==> src/rtl/spi_flash_pkg.sv <==
// Shared opcode constants and FSM state encoding for the SPI flash responder.
// Latency: n/a (declarations only).
// Backpressure: n/a (declarations only).
package spi_flash_pkg;

  localparam logic [7:0] OP_READ  = 8'h03;
  localparam logic [7:0] OP_FREAD = 8'h0B;
  localparam logic [7:0] OP_PD    = 8'hB9;
  localparam logic [7:0] OP_RPD   = 8'hAB;
  localparam logic [7:0] OP_RST   = 8'hFF;

  typedef enum logic [2:0] {
    IDLE,
    CMD,
    ADDR,
    DUMMY,
    DATA,
    IGNORE
  } state_t;

endpackage

==> src/rtl/spi_flash_responder_sync.sv <==
// Synchronizes the SPI pins into clk and produces SCK rise/fall and CSB fall/rise strobes.
// Latency: a pin edge shows up as a one-cycle strobe SYNC_STAGES cycles after the edge.
// Backpressure: none; strobes are single-cycle pulses that must be consumed immediately.
module spi_in_sync #(
  parameter int SYNC_STAGES = 2
) (
  input  logic clk,
  input  logic reset,
  input  logic flash_csb,
  input  logic flash_clk,
  input  logic flash_io0_di,
  output logic csb_s,
  output logic mosi_s,
  output logic sck_rise,
  output logic sck_fall,
  output logic csb_fall,
  output logic csb_rise
);

  logic [SYNC_STAGES-1:0] csb_q;
  logic [SYNC_STAGES-1:0] sck_q;
  logic [SYNC_STAGES-1:0] mosi_q;
  logic                   sck_d;
  logic                   csb_d;

  // Synchronizer chains plus one history flop per edge-detected signal; csb idles deselected.
  always_ff @(posedge clk or posedge reset) begin
    if (reset) begin
      csb_q  <= '1;
      sck_q  <= '0;
      mosi_q <= '0;
      sck_d  <= 1'b0;
      csb_d  <= 1'b1;
    end else begin
      csb_q  <= {csb_q[SYNC_STAGES-2:0], flash_csb};
      sck_q  <= {sck_q[SYNC_STAGES-2:0], flash_clk};
      mosi_q <= {mosi_q[SYNC_STAGES-2:0], flash_io0_di};
      sck_d  <= sck_q[SYNC_STAGES-1];
      csb_d  <= csb_q[SYNC_STAGES-1];
    end
  end

  assign csb_s    = csb_q[SYNC_STAGES-1];
  assign mosi_s   = mosi_q[SYNC_STAGES-1];
  assign sck_rise =  sck_q[SYNC_STAGES-1] & ~sck_d;
  assign sck_fall = ~sck_q[SYNC_STAGES-1] &  sck_d;
  assign csb_fall = ~csb_q[SYNC_STAGES-1] &  csb_d;
  assign csb_rise =  csb_q[SYNC_STAGES-1] & ~csb_d;

endmodule

==> src/rtl/spi_flash_responder.sv <==
// SPI flash emulator: decodes read/fast-read/power commands and streams bytes from a byte memory.
// Latency: SPI edges act SYNC_STAGES+1 clk after the pin; one mem request per byte, prefetched one byte ahead.
// Backpressure: mem_valid holds until mem_ready; a byte not prefetched by its boundary goes out as 0xFF.
module spi_flash_responder
  import spi_flash_pkg::*;
#(
  parameter int ADDR_W       = 24,
  parameter int SYNC_STAGES  = 2,
  parameter int DUMMY_CYCLES = 8
) (
  input  logic              clk,
  input  logic              reset,
  input  logic              flash_csb,
  input  logic              flash_clk,
  input  logic              flash_io0_di,
  output logic              flash_io1_do,
  output logic              flash_io1_oe,
  output logic              mem_valid,
  output logic [ADDR_W-1:0] mem_addr,
  input  logic              mem_ready,
  input  logic [7:0]        mem_rdata,
  output logic              powered_down,
  output logic              underrun
);

  logic csb_s, mosi_s, sck_rise, sck_fall, csb_fall, csb_rise;

  spi_in_sync #(.SYNC_STAGES(SYNC_STAGES)) u_sync (
    .clk          (clk),
    .reset        (reset),
    .flash_csb    (flash_csb),
    .flash_clk    (flash_clk),
    .flash_io0_di (flash_io0_di),
    .csb_s        (csb_s),
    .mosi_s       (mosi_s),
    .sck_rise     (sck_rise),
    .sck_fall     (sck_fall),
    .csb_fall     (csb_fall),
    .csb_rise     (csb_rise)
  );

  state_t            state, state_nxt;
  logic [7:0]        bit_cnt;
  logic [22:0]       sh_in;
  logic [23:0]       addr_full;
  logic [7:0]        op_byte;
  logic              fast;
  logic [ADDR_W-1:0] nxt_addr;   // address of the byte the prefetch buffer is meant to hold
  logic [ADDR_W-1:0] req_addr;
  logic [7:0]        sh_out;
  logic [7:0]        byte_out;
  logic              buf_vld;
  logic [7:0]        buf_dat;
  logic              req_want;   // a request is owed but the port is still busy
  logic              start, shift_en, cmd_done, addr_done, dummy_done, data_fall, byte_edge;
  logic              new_req, buf_load;

  assign addr_full = {sh_in, mosi_s};
  assign op_byte   = addr_full[7:0];
  assign new_req   = addr_done | byte_edge;
  assign req_addr  = addr_done ? addr_full[ADDR_W-1:0] : nxt_addr + ADDR_W'(1);
  assign byte_out  = buf_vld ? buf_dat : 8'hFF;
  // Only a response for the byte currently wanted is kept; stale or aborted responses are dropped.
  assign buf_load  = mem_valid && mem_ready && !csb_s && !byte_edge &&
                     (state == DUMMY || state == DATA) && (mem_addr == nxt_addr);

  // State register.
  always_ff @(posedge clk or posedge reset) begin
    if (reset) state <= IDLE;
    else       state <= state_nxt;
  end

  // Next-state and per-cycle event decode; deselect overrides every SPI edge.
  always_comb begin
    state_nxt  = state;
    start      = 1'b0;
    shift_en   = 1'b0;
    cmd_done   = 1'b0;
    addr_done  = 1'b0;
    dummy_done = 1'b0;
    data_fall  = 1'b0;
    byte_edge  = 1'b0;
    if (csb_s) begin
      state_nxt = IDLE;
    end else begin
      case (state)
        IDLE: if (csb_fall) begin
          start     = 1'b1;
          state_nxt = CMD;
        end
        CMD: if (sck_rise) begin
          shift_en = 1'b1;
          if (bit_cnt == 8'd7) begin
            cmd_done = 1'b1;
            if (powered_down) state_nxt = IGNORE;
            else begin
              case (op_byte)
                OP_READ, OP_FREAD:     state_nxt = ADDR;
                OP_PD, OP_RPD, OP_RST: state_nxt = IGNORE;
                default:               state_nxt = IGNORE;
              endcase
            end
          end
        end
        ADDR: if (sck_rise) begin
          shift_en = 1'b1;
          if (bit_cnt == 8'd23) begin
            addr_done = 1'b1;
            state_nxt = fast ? DUMMY : DATA;
          end
        end
        DUMMY: if (sck_rise) begin
          shift_en = 1'b1;
          if (bit_cnt == 8'(DUMMY_CYCLES - 1)) begin
            dummy_done = 1'b1;
            state_nxt  = DATA;
          end
        end
        DATA: if (sck_fall) begin
          data_fall = 1'b1;
          byte_edge = (bit_cnt[2:0] == 3'd0);
        end
        IGNORE:  state_nxt = IGNORE;
        default: state_nxt = IDLE;
      endcase
    end
  end

  // Shift/count datapath, MISO serializer, power flags and the single-outstanding mem port.
  always_ff @(posedge clk or posedge reset) begin
    if (reset) begin
      bit_cnt      <= '0;
      sh_in        <= '0;
      fast         <= 1'b0;
      nxt_addr     <= '0;
      sh_out       <= '0;
      buf_vld      <= 1'b0;
      buf_dat      <= '0;
      req_want     <= 1'b0;
      flash_io1_do <= 1'b0;
      flash_io1_oe <= 1'b0;
      mem_valid    <= 1'b0;
      mem_addr     <= '0;
      powered_down <= 1'b0;
      underrun     <= 1'b0;
    end else begin
      if (start) bit_cnt <= '0;
      if (shift_en) begin
        sh_in   <= addr_full[22:0];
        bit_cnt <= bit_cnt + 8'd1;
      end
      if (cmd_done) begin
        bit_cnt <= '0;
        fast    <= (op_byte == OP_FREAD);
        if (op_byte == OP_RPD)                     powered_down <= 1'b0;
        else if (op_byte == OP_PD && !powered_down) powered_down <= 1'b1;
      end
      if (addr_done || dummy_done) bit_cnt <= '0;
      if (new_req) nxt_addr <= req_addr;
      if (data_fall) begin
        bit_cnt      <= bit_cnt + 8'd1;
        flash_io1_oe <= 1'b1;
        if (byte_edge) begin
          flash_io1_do <= byte_out[7];
          sh_out       <= {byte_out[6:0], 1'b0};
          buf_vld      <= 1'b0;
          if (!buf_vld) underrun <= 1'b1;
        end else begin
          flash_io1_do <= sh_out[7];
          sh_out       <= {sh_out[6:0], 1'b0};
        end
      end
      if (mem_valid && mem_ready) mem_valid <= 1'b0;
      if (buf_load) begin
        buf_vld <= 1'b1;
        buf_dat <= mem_rdata;
      end
      if (new_req) begin
        if (!mem_valid) begin
          mem_valid <= 1'b1;
          mem_addr  <= req_addr;
          req_want  <= 1'b0;
        end else begin
          req_want  <= 1'b1;
        end
      end else if (req_want && !mem_valid && !csb_s) begin
        mem_valid <= 1'b1;
        mem_addr  <= nxt_addr;
        req_want  <= 1'b0;
      end
      if (csb_rise) begin
        flash_io1_oe <= 1'b0;
        flash_io1_do <= 1'b0;
        buf_vld      <= 1'b0;
        req_want     <= 1'b0;
      end
    end
  end

endmodule
==> config.mk <==
export PLATFORM = sky130hd
export DESIGN_NAME = spi_flash_responder
export DESIGN_NICKNAME = d
export VERILOG_FILES = /design/src/rtl/spi_flash_pkg.sv /design/src/rtl/spi_flash_responder_sync.sv /design/src/rtl/spi_flash_responder.sv
export SDC_FILE = /design/constraint.sdc
export NUM_CORES = 1
export LEC_CHECK = 0
export CORE_MARGIN = 4
export CORE_UTILIZATION = 55
export CTS_BUF_LIST = sky130_fd_sc_hd__clkbuf_4 sky130_fd_sc_hd__clkbuf_8
export CTS_CLUSTER_SIZE = 16
export DETAILED_ROUTE_END_ITERATION = 7
export GPL_ROUTABILITY_DRIVEN = 0
export PLACE_DENSITY = 0.74
export SLEW_MARGIN = 20
export SYNTH_ARGS = -nofsm -noshare
export SYNTH_HDL_FRONTEND = slang
export SYNTH_SLANG_ARGS = --single-unit
==> constraint.sdc <==
create_clock -name clk -period 4.53 [get_ports clk]
set_clock_uncertainty 0.2 [all_clocks]
set_input_delay 0.453 -clock clk [delete_from_list [all_inputs] [get_ports clk]]
set_output_delay 0.453 -clock clk [all_outputs]
set_load 0.02 [all_outputs]
-- Word level (Yosys, flattened, before mapping)
Index checks and enable logic that the tools add are counted.
- flip-flop bits (word level): 114
- latch bits: 0
- bits in writable memories: 0
- ROM bits: 0
- input bits: 14
- output and inout bits: 29
- logic and storage cells: 147
- memories kept: 0
- add/sub/neg operators: 2
- multiply operators: 0
- div/mod/pow operators: 0
- order comparisons: 0
- equal/unequal tests: 21
- shift-type cells: 0
- mux-type cells: 64
- bitwise gates (word level): 10
- reductions and logical operators: 30
- operators by type and width (cell ; number):
    24-bit 2-to-1 mux ; 4
    8-bit 2-to-1 mux ; 7
    1-bit 2-to-1 mux ; 41
    3-bit 2-to-1 mux ; 11
    24-bit by 1-bit adder with 24-bit output, second input constant ; 1
    24-bit == test ; 1
    3-bit by 2-bit != test with 1-bit output, second input constant ; 6
    3-bit one-hot mux with 6 select lines ; 1
    8-bit == test, second input constant ; 2
    3-bit nonzero test ; 3
    8-bit by 1-bit adder with 8-bit output, second input constant ; 1
    8-bit by 2-bit == test with 1-bit output, second input constant ; 1
    8-bit by 3-bit == test with 1-bit output, second input constant ; 1
    8-bit by 4-bit == test with 1-bit output, second input constant ; 1
    8-bit by 5-bit == test with 1-bit output, second input constant ; 1
    1-bit logical AND ; 8
    8-bit AND reduction ; 1
    3-bit by 2-bit == test with 1-bit output, second input constant ; 2
    3-bit == test, second input constant ; 2
    3-bit zero test ; 2
    2-bit AND reduction ; 3
    2-bit nonzero test ; 3
    1-bit inverter ; 5
    5-bit nonzero test ; 1
    11 further kinds ; 18

-- Longest topological paths before layout
Gate-level depths: netlist of run 1.
- word-level depth: 11
- gate-level depth with buffers: 8
- gate-level depth less buffers: 7

-- Hierarchy
From an unflattened synthesis of run 1, not the netlist that was laid out.
- cell total of the unflattened synthesis: 571
- area total of the unflattened synthesis: 5703.0 µm²
- by module, submodules not included (module ; instances ; cells an instance ; area each (µm²) ; sequential area each (µm²)):
    spi_flash_responder ; 1 ; 558 ; 5460.2 ; 2627.5
    spi_in_sync ; 1 ; 13 ; 242.7 ; 203.9

-- Worst setup path after synthesis of run 1
Ideal clock, no wire load.
- path type: reg2reg
- start point: register bit_cnt[3]
- end point: register mem_addr[2]
- setup time: 0.125 ns
- arrival: 2.290 ns
- required time: 4.205 ns
- slack: 1.915 ns
- cell stages (with the launch flop): 7
- buffers on the path: 2
- period minus slack after synthesis: 2.615 ns
- cells stage by stage: dfrtp_1 or4_1 buf_2 or4_1 buf_2 a31oi_4 mux2_2
- cells in the longest elaborated chain, start to end: 8
- elaborated cells between the ends (all ways): 12
- classes of those cells: 2 x eq/ne; 7 x mux; 1 x bitwise; 2 x reduce/logical
- RTL lines (what ; RTL line ; source):
    start, declared ; spi_flash_responder.sv:43 ; logic [7:0] bit_cnt;
    start signal, assigned ; spi_flash_responder.sv:150 ; bit_cnt <= bit_cnt + 8'd1;
    start signal, assigned ; spi_flash_responder.sv:161 ; bit_cnt <= bit_cnt + 8'd1;
    8-bit by 5-bit == test with 1-bit output * ; spi_flash_responder.sv:107 ; if (bit_cnt == 8'd23) begin
    1-bit 2-to-1 mux * ; spi_flash_responder.sv:107 ;
    1-bit 2-to-1 mux * ; spi_flash_responder.sv:105 ; ADDR: if (sck_rise) begin
    1-bit 2-to-1 mux * ; spi_flash_responder.sv:86 ; case (state)
    1-bit 2-to-1 mux * ; spi_flash_responder.sv:83 ; if (csb_s) begin
    1-bit OR / 24-bit 2-to-1 mux (equally long branches) ; spi_flash_responder.sv:60, spi_flash_responder.sv:61 ;
    2-bit != test (no source line) (tied with other cells) ; n/a ;
    2-bit AND reduction (no source line) / 24-bit 2-to-1 mux (equally long branches) ; n/a ;
    end signal, assigned ; spi_flash_responder.sv:181 ; mem_addr <= req_addr;
    end signal, assigned ; spi_flash_responder.sv:188 ; mem_addr <= nxt_addr;
    end, declared ; spi_flash_responder.sv:19 ; output logic [ADDR_W-1:0] mem_addr,
Every way passes the cells marked *; elsewhere a longest branch is shown, timed or not. The select of a mux whose other input is x is not followed.
A chain may end at the register's enable or synchronous reset.

-- Final worst setup path of run 1
- start point: register bit_cnt[3]
- end point: register mem_addr[6]
Same word-level chain as after synthesis.

==> out/metrics.csv, run 1 <==
metric,value,unit
outcome,completed,
drt_iter0_markers,372,
fin_tns_setup,0,ns
worstSetupPathType,reg -> reg,
die_w,109,um
leakage,2.88,nW
post_cts_resized,0,
arrival,3.12,ns
ir_drop,0.341,mV
ys_warn_count,0,
grt_usage,24.9,%
synthToLayoutAreaGrowth,16.1,%
grt_pass1_vias,4504,
post-route-period-util,66.6,%
rows,36,
r2r_end,mem_addr[6]$_DFFE_PP0P_,
synth_area_per_cell,10.1,um^2
clock_latency,0.43,ns
ys_seq_area_share,50.0,%
grt_max_degree,76,
min_path_cells,0,
htreeDepth,4,
nNetsFinal,616,
whs,0.159,ns
finalHoldViolations,0,
final_antenna_net_count,0,
via_per_inst,6.16,
hold_path.class,reg -> reg,
reg2reg_depth,5,
grt-ovfl-total,0,
syn_inst,558,
vias,4588,
hpwlAfterDp,9.42,mm
synth.largest_area_cell,dfrtp_1,
power_density,388,nW/um^2
drv_cap,0,
critical_path.max_fanout,24,
hold_start,u_sync.csb_q[0]$_DFF_PP1_,
first_pass_iters,7,
r2r-start,bit_cnt[3]$_DFFE_PP0P_,
cts_made_buffers,17,
synth_edf_count,0,
slew_headroom,36.3,%
grt_antenna_before_repair,0,
ioPinCount,43,
post_cts_buffers,0,
fmax,0.332,GHz
drv_slew,0,
syn_nets,575,
path_clk_slew,0.07,ns
drc_errors,0,
grt_pass1_wl,22.9,mm
holdBufCountCts,0,
fp.dieArea,12000,um^2
antenna_cells,0,
endpoint_kind,flop,
r2r_slack,1.51,ns
wire_per_inst,18.1,um
synth_area_leaders,"dfrtp_1 (49%), mux2_2 (6.6%), xnor2_1 (3.9%)",
critPathRequiredTime,4.64,ns
synth_flop_cell,dfrtp_1,
cts_sinks,113,
coreArea,9910,um^2
worstMarginPinSlew,0.956,ns
rsz0062_at_grt,no,
port_buffers,42,
wl,13.5,mm
syn_area,5660,um^2
start_kind,flop,
fin_crit,3.02,ns
cts_tree,built,
synthArstFlopShare,100,%
yosysMostFrequentCell,dfrtp_1,
drive_above_1_share,15.0,%
root_buffer,clkbuf_8,
start_util,57.1,%
yosysUniqueCellTypes,64,
synth_top_area_share,48.6,%
ys_ff_latch,113,
fp.dieH,109,um
netlist_top_cells_count,"dfrtp_1 (110), nand2_1 (55), nor2_1 (52)",
cts_max_path_buffers,2,
setup_viol,0,
min_to,u_sync.csb_q[1]$_DFF_PP1_,
## cell type report
type | count | area, um^2
Inverter | 11 | 43.8
Multi-Input combinational cell | 404 | 2650
Fill cell | 805 | 3340
Tap cell | 133 | 166
Clock inverter | 11 | 114
Clock buffer | 21 | 270
Timing Repair Buffer | 52 | 495
Sequential cell | 113 | 2830
## cells in the final DEF, fill, tap and decap left out, types with 3 or more instances in the layout
master and count:
clkbuf_4 3, or3_1 3, ha_1 3, nand3_1 20, nor3b_1 3, a31oi_1 19
inv_1 10, nand2_1 55, o31ai_1 3, nor4b_1 4, and4_1 4, mux2i_1 3
nand4_1 14, clkinv_2 6, nor2_1 52, buf_4 10, o21ai_0 34, dfstp_2 3
nand3b_1 13, nand2b_1 5, dfrtp_1 110, clkbuf_8 18, o31a_1 3, nor2b_1 4
a41oi_2 3, and2_1 4, xnor2_1 25, and3_1 6, a22oi_1 4, nor3_1 10
a21oi_1 20, nand4b_1 3, mux2_2 33, o41ai_1 4, nor4_1 7, a222oi_1 4
clkdlybuf4s50_1 42
## cell families (layout without fill, tap and decap cells)
kind of cell             count (synthesis)  in the layout  synth area share [%]
AND/OR/NAND/NOR                        221            221                  20.8
multiplexers                            36             36                  7.09
AO/OA/AOI/OAI                          118            118                  14.3
XOR/XNOR                                26             26                  4.02
flip-flops                             113            113                  50.0
adder cells (fa/ha/maj)                  3              3                 0.663
buffers and inverters                   41             95                  3.18
## worst max-delay path, stage by stage (launching register included)
cell and delay (ns):
dfrtp_1 0.45, or4_1 0.68, or4_1 0.68, a31oi_4 0.23, buf_4 0.30, mux2_2 0.37
## report_power, final
| group | leakage, nW | switching [mW] | internal [mW] |
|---|---|---|---|
| Clock | 0.199 | 0.406 | 0.515 |
| Combinational | 1.15 | 0.245 | 0.210 |
| Sequential | 1.54 | 0.0849 | 1.09 |
## worst max-delay path by stage
stage	cells past startpoint	end	start	slack (ns)
2_1_floorplan	1	bit_cnt[0]$_DFFE_PP0P_	reset	0.89
3_3_place_gp	5	mem_addr[2]$_DFFE_PP0P_	bit_cnt[3]$_DFFE_PP0P_	1.60
6_report	5	mem_addr[6]$_DFFE_PP0P_	bit_cnt[3]$_DFFE_PP0P_	1.51
3_5_place_dp	5	mem_addr[6]$_DFFE_PP0P_	bit_cnt[3]$_DFFE_PP0P_	1.54
5_1_grt	5	bit_cnt[4]$_DFFE_PP0P_	state[0]$_DFFE_PP0P_	1.32
4_1_cts	5	mem_addr[6]$_DFFE_PP0P_	bit_cnt[3]$_DFFE_PP0P_	1.52
## metrics by stage
stage | setup WS (ns) | total power [mW] | instance area [um^2] | util, % | cells
floorplan | 0.895 | 1.45 | 5660 | - | 558
global placement | 1.60 | 1.64 | 6190 | 62.4 | 713
detailed placement | 1.54 | 1.65 | 6190 | 62.4 | 713
CTS | 1.52 | 2.57 | 6570 | 66.3 | 745
global route | 1.32 | 2.67 | 6570 | 66.3 | 745
finish | 1.51 | 2.55 | 6570 | 66.3 | 745
## flip-flops by register name, summed over array words and instances (netlist names)
name and count:
fast 1, sh_in 23, mem_valid 1, u_sync.sck_d 1, sh_out 7, underrun 1
nxt_addr 24, buf_vld 1, powered_down 1, state 3, u_sync.sck_q 2, flash_io1_do 1
flash_io1_oe 1, req_want 1, u_sync.csb_d 1, u_sync.csb_q 2, buf_dat 8, mem_addr 24
bit_cnt 8, u_sync.mosi_q 2
## metal layers
metal	part of all wire, %	global-route usage (%)
met3	6.3	6.05
met4	1.6	7.30
met5	0	0
met1	45	35.6
met2	47	38.0
Power figures use the tool's default switching activity.
==> run 2: changes to the inputs <==
Settings changed: PLACE_DENSITY 0.74 to 0.77.
Clock period 4.53 ns to 2.65 ns, I/O delays scaled along.
==> out/metrics.csv, run 2 (synthesized netlist as in run 1, its figures left out) <==
metric,value,unit,change
htreeDepth,4,,unchanged
outcome,completed,,
final_cell_mix,"dfrtp_1 (110), nand2_1 (55), nor2_1 (50), clkdlybuf4s50_1 (42)",,
root_buffer,clkbuf_8,,
placed_cells,739,,+3.6%
cp-startpoint,bit_cnt[3]$_DFFE_PP0P_,,
ir_drop,0.489,mV,+43%
grt_max_degree,91,,+20%
worstSetupPathType,reg -> reg,,
drv_slew,0,,unchanged
critPathCapture,mem_addr[22]$_DFFE_PP0P_,,
worstMarginPinSlew,0.530,ns,-0.426 ns
path_clk_slew,0.07,ns,about the same
slowest_delay,0.54,ns,-0.14 ns
grt_pass1_wl,23.1,mm,+1.0%
vias,4729,,+3.1%
slew_headroom,64.5,%,+28 points
hold_path.class,in -> reg,,
r2r_end,mem_addr[22]$_DFFE_PP0P_,,
critPathRequiredTime,2.77,ns,-1.87 ns
cp_slowest_cell,or4_4,,
finalHoldViolations,0,,unchanged
power,4.65,mW,+83%
reg_top3,"mem_addr: 24 flops, nxt_addr: 24 flops, sh_in: 23 flops",,
final_antenna_net_count,0,,unchanged
path_cells,or4_4 > buf_4 > nor4_4 > buf_4 > nor2_4 > buf_12 > a222oi_1 > a31oi_1,,
whs,0.0239,ns,-0.135 ns
coreArea,9910,um^2,unchanged
post-route-period-util,96.7,%,+30 points
drv_cap,0,,unchanged
endpoint_kind,flop,,
synthToLayoutAreaGrowth,22.4,%,
min_path_cells,1,,+1
antenna_cells,0,,unchanged
start_kind,flop,,
fp.dieArea,12000,um^2,unchanged
port_buffers,42,,unchanged
cts_max_path_buffers,2,,unchanged
fmax,0.390,GHz,+18%
drive_above_1_share,19.2,%,+4.2 points
first_pass_iters,6,,-1
grt_antenna_before_repair,0,,unchanged
critical_path.max_fanout,7,,-71%
reg2reg_depth,8,,+3
via_per_inst,6.12,,-0.66%
cts_made_buffers,17,,unchanged
fin_tns_setup,0,ns,unchanged
layout.cells.non_filler,773,,+3.8%
start_util,57.1,%,unchanged
power_density,671,nW/um^2,+73%
holdBufCountCts,0,,unchanged
cts_sinks,113,,unchanged
grt-ovfl-total,0,,unchanged
drc_errors,0,,unchanged
hpwlAfterDp,9.91,mm,+5.2%
rsz0062_at_grt,yes,,
rows,36,,unchanged
r2r-start,bit_cnt[3]$_DFFE_PP0P_,,
grt_pass1_vias,4690,,+4.1%
clock_latency,0.45,ns,+0.02 ns
leakage,3.08,nW,+6.9%
nNetsFinal,644,,+4.5%
final_common_cell,dfrtp_1,,
grt_usage,25.3,%,+0.44 points
fp.dieH,109,um,unchanged
die_w,109,um,unchanged
cts_tree,built,,
fin_crit,2.56,ns,-0.454 ns
crit_path_frequent_cell,buf_4,,
r2r_slack,0.09,ns,-1.43 ns
setup_viol,0,,unchanged
wl,14.1,mm,+4.4%
ioPinCount,43,,unchanged
wire_per_inst,18.2,um,+0.60%
arrival,2.68,ns,-0.44 ns
drt_iter0_markers,432,,+16%
## run 2: changes by cell type in the layout (fill, tap and decap cells not counted), sizes merged
cell / change
inv: -1
clkinv: -3
buf: +28
clkinvlp: +1
clkbuf: +1
bufinv: +2
## run 2: stage by stage
| step | cell area [um^2] | util [%] | setup WS (ns) |
|---|---|---|---|
| floorplan | 5670 | - | 0.0353 |
| detailed placement | 6420 | 64.8 | 0.0410 |
| finish | 6930 | 69.9 | 0.0875 |
| CTS | 6870 | 69.4 | 0.0128 |
| global route | 6930 | 69.9 | -0.0262 |
| global placement | 6420 | 64.8 | 0.0522 |
## run 2: area by class of cell
class / instances / area [um^2]
multi-input cells: 404 / 2680
clock buffers: 22 / 297
clock inverters: 10 / 155
inverters: 11 / 45.0
well taps: 133 / 166
fillers: 732 / 2980
repair buffers: 80 / 756
flip-flops and latches: 113 / 2830
## run 2: critical path: cells and delay by family, from the launching register on
family | cells | cell delay (ns)
simple gates | 3 | 0.85
flops | 1 | 0.39
compound gates | 2 | 0.50
buf+inv | 3 | 0.49
## run 2: worst min-delay path by stage
stage | start | end
finish | flash_csb | u_sync.csb_q[0]$_DFF_PP1_
global route | flash_csb | u_sync.csb_q[0]$_DFF_PP1_
CTS | flash_csb | u_sync.csb_q[0]$_DFF_PP1_
detailed placement | u_sync.sck_q[0]$_DFF_PP0_ | u_sync.sck_q[1]$_DFF_PP0_
floorplan | flash_csb | u_sync.csb_q[0]$_DFF_PP1_
global placement | u_sync.sck_q[0]$_DFF_PP0_ | u_sync.sck_q[1]$_DFF_PP0_
## run 2: metal layers
| layer | wire [um] | share of wire (%) | track usage [%] |
|---|---|---|---|
| met2 | 6790 | 48 | 39.9 |
| met4 | 316 | 2.2 | 11.2 |
| met5 | 0 | 0 | 0 |
| met1 | 6110 | 43 | 34.5 |
| met3 | 897 | 6.4 | 4.52 |
## run 2: report_power, final
part | leakage, nW | internal, mW | switching, mW
sequential | 1.54 | 1.86 | 0.140
clock | 0.228 | 1.13 | 0.710
combinational | 1.32 | 0.386 | 0.427
total | 3.08 | 3.37 | 1.28
## run 2: what timing repair did
| action | in CTS | in global routing |
|---|---|---|
| gates resized for setup | 0 | 7 |
| buffers inserted | 0 | 2 |
| endpoints found under the setup margin | 0 | 20 |
==> run 3: changes to the inputs <==
Settings changed: CAP_MARGIN from default to 20, SLEW_MARGIN 20 to 0.
Clock period 2.65 ns to 2.28 ns, I/O delays scaled along.
==> out/metrics.csv, run 3 (synthesized netlist as in run 1, its figures left out) <==
metric,value,unit,change
outcome,"finished, violations left",,
violations,negative setup slack,,
power_density,713,nW/um^2,+6.3%
drc_errors,0,,unchanged
antenna_cells,0,,unchanged
coreArea,9910,um^2,unchanged
setup_viol,31,,+31
post-route-period-util,107,%,+10 points
fin_tns_setup,-2.89,ns,-2.89 ns
rows,36,,unchanged
cts_made_buffers,17,,unchanged
path_clk_slew,0.06,ns,about the same
critical_path.max_fanout,12,,+5
cp_slowest_cell,or4_4,,
fp.dieArea,12000,um^2,unchanged
hpwlAfterDp,10.4,mm,+5.0%
synthToLayoutAreaGrowth,33.3,%,
endpoint_kind,flop,,
crit_path_frequent_cell,or4_4,,
grt-ovfl-total,0,,unchanged
vias,5052,,+6.8%
cp_top_family,simple AND/OR/NAND/NOR gates,,
fin_crit,2.44,ns,-0.125 ns
hold_path.class,in -> reg,,
reg_top3,"mem_addr: 24 flops, nxt_addr: 24 flops, sh_in: 23 flops",,
critPathRequiredTime,2.45,ns,-0.32 ns
cts_sinks,113,,unchanged
num-fill-cells,655,,-11%
grt_pass1_vias,4976,,+6.1%
finalHoldViolations,0,,unchanged
leakage,3.37,nW,+9.3%
path_cells,or4_4 > or4_4 > a31oi_4 > buf_6 > buf_8 > nor2_1 > a31oi_1,,
grt_antenna_before_repair,0,,unchanged
slew_headroom,66.8,%,+2.3 points
cts_max_path_buffers,2,,unchanged
ioPinCount,43,,unchanged
drive_above_1_share,29.6,%,+10 points
first_pass_iters,6,,unchanged
via_per_inst,6.17,,+0.83%
final_common_cell,dfrtp_1,,
start_util,57.1,%,unchanged
grt_usage,27.0,%,+1.6 points
port_buffers,42,,unchanged
worstSetupPathType,reg -> reg,,
final_antenna_net_count,0,,unchanged
htreeDepth,4,,unchanged
arrival,2.60,ns,-0.08 ns
cts_tree,built,,
seqCellArea,2830,um^2,unchanged
drt_iter0_markers,526,,+22%
multi_input_area,2910,um^2,+8.6%
setup_slack,-0.158,ns,-0.245 ns
grt_max_degree,45,,-51%
die_w,109,um,unchanged
slowest_delay,0.55,ns,about the same
root_buffer,clkbuf_8,,
wire_per_inst,19.0,um,+4.1%
fmax,0.410,GHz,+5.1%
final_cell_mix,"dfrtp_1 (110), buf_4 (65), nand2_1 (53), nor2_1 (48), clkdlybuf4s50_1 (42)",,
ir_drop,0.717,mV,+47%
final_util,76.2,%,+6.3 points
grt_pass1_wl,24.6,mm,+6.5%
drv_slew,0,,unchanged
start_kind,flop,,
nNetsFinal,690,,+7.1%
worstMarginPinSlew,0.490,ns,-0.0399 ns
drv_cap,0,,unchanged
wl,15.6,mm,+10%
rsz0062_at_grt,yes,,
path_buf_inv,2,,-1
clock_latency,0.45,ns,about the same
fp.dieH,109,um,unchanged
run 3: worst reg2reg max path, delay by kind of cell (launching register included):
family	cells	cell delay (ns)
DFF	1	0.38
buffers and inverters	2	0.31
and+or+nand+nor	3	1.14
AOI/OAI and AO/OA	2	0.33
run 3: through the flow:
stage	power, mW	area, um^2	hold WS [ns]	cells	setup WS, ns
after floorplan	2.88	5710	0.0325	558	-0.320
after global placement	3.32	6720	0.134	775	-0.292
after detailed placement	3.36	6720	0.135	775	-0.337
after CTS	5.34	7350	0.0104	817	-0.145
after global routing	5.60	7550	0.0201	819	-0.202
final	5.38	7550	0.0235	819	-0.158
run 3: layout make-up:
type,instances,share of cell area [%]
tap,133,2.20
timing repair buffer,125,15.5
sequential,113,37.5
multi-input combinational,405,38.6
inverter,11,0.597
clock inverter,3,0.530
clock buffer,29,5.12
run 3: final timing paths:
check | from | endpoint | slack [ns] | depth (start not counted)
max in group asynchronous | reset | u_sync.csb_q[1]$_DFF_PP1_ | 0.74 | 4
setup / recovery | bit_cnt[7]$_DFFE_PP0P_ | mem_addr[10]$_DFFE_PP0P_ | -0.16 | 7
setup reg to reg | bit_cnt[7]$_DFFE_PP0P_ | mem_addr[10]$_DFFE_PP0P_ | -0.16 | 7
min in group asynchronous | reset | sh_in[21]$_DFFE_PP0N_ | 0.50 | 3
hold / removal | flash_io0_di | u_sync.mosi_q[0]$_DFF_PP0_ | 0.02 | 1
hold reg to reg | u_sync.sck_q[0]$_DFF_PP0_ | u_sync.sck_q[1]$_DFF_PP0_ | 0.15 | 0
run 3: where the power goes:
| part | switching (mW) | leakage (nW) | internal (mW) |
|---|---|---|---|
| Sequential | 0.152 | 1.54 | 2.16 |
| Clock | 0.800 | 0.225 | 1.18 |
| Combinational | 0.566 | 1.61 | 0.528 |
run 3: layer usage:
metal,vias to the layer above,GRT usage [%],wire [um]
li1,2277,-,-
met1,2502,36.0,6500
met2,224,41.2,7360
met3,49,9.04,1260
met4,0,9.62,434
met5,-,0,0
run 3: timing repair:
item	CTS	global route
gates resized for setup	26	39
cloned	2	0
pin swaps	9	17
endpoints found under the hold margin	15	0
hold buffers	2	0
endpoints found under the setup margin	56	64
buffers inserted	6	2
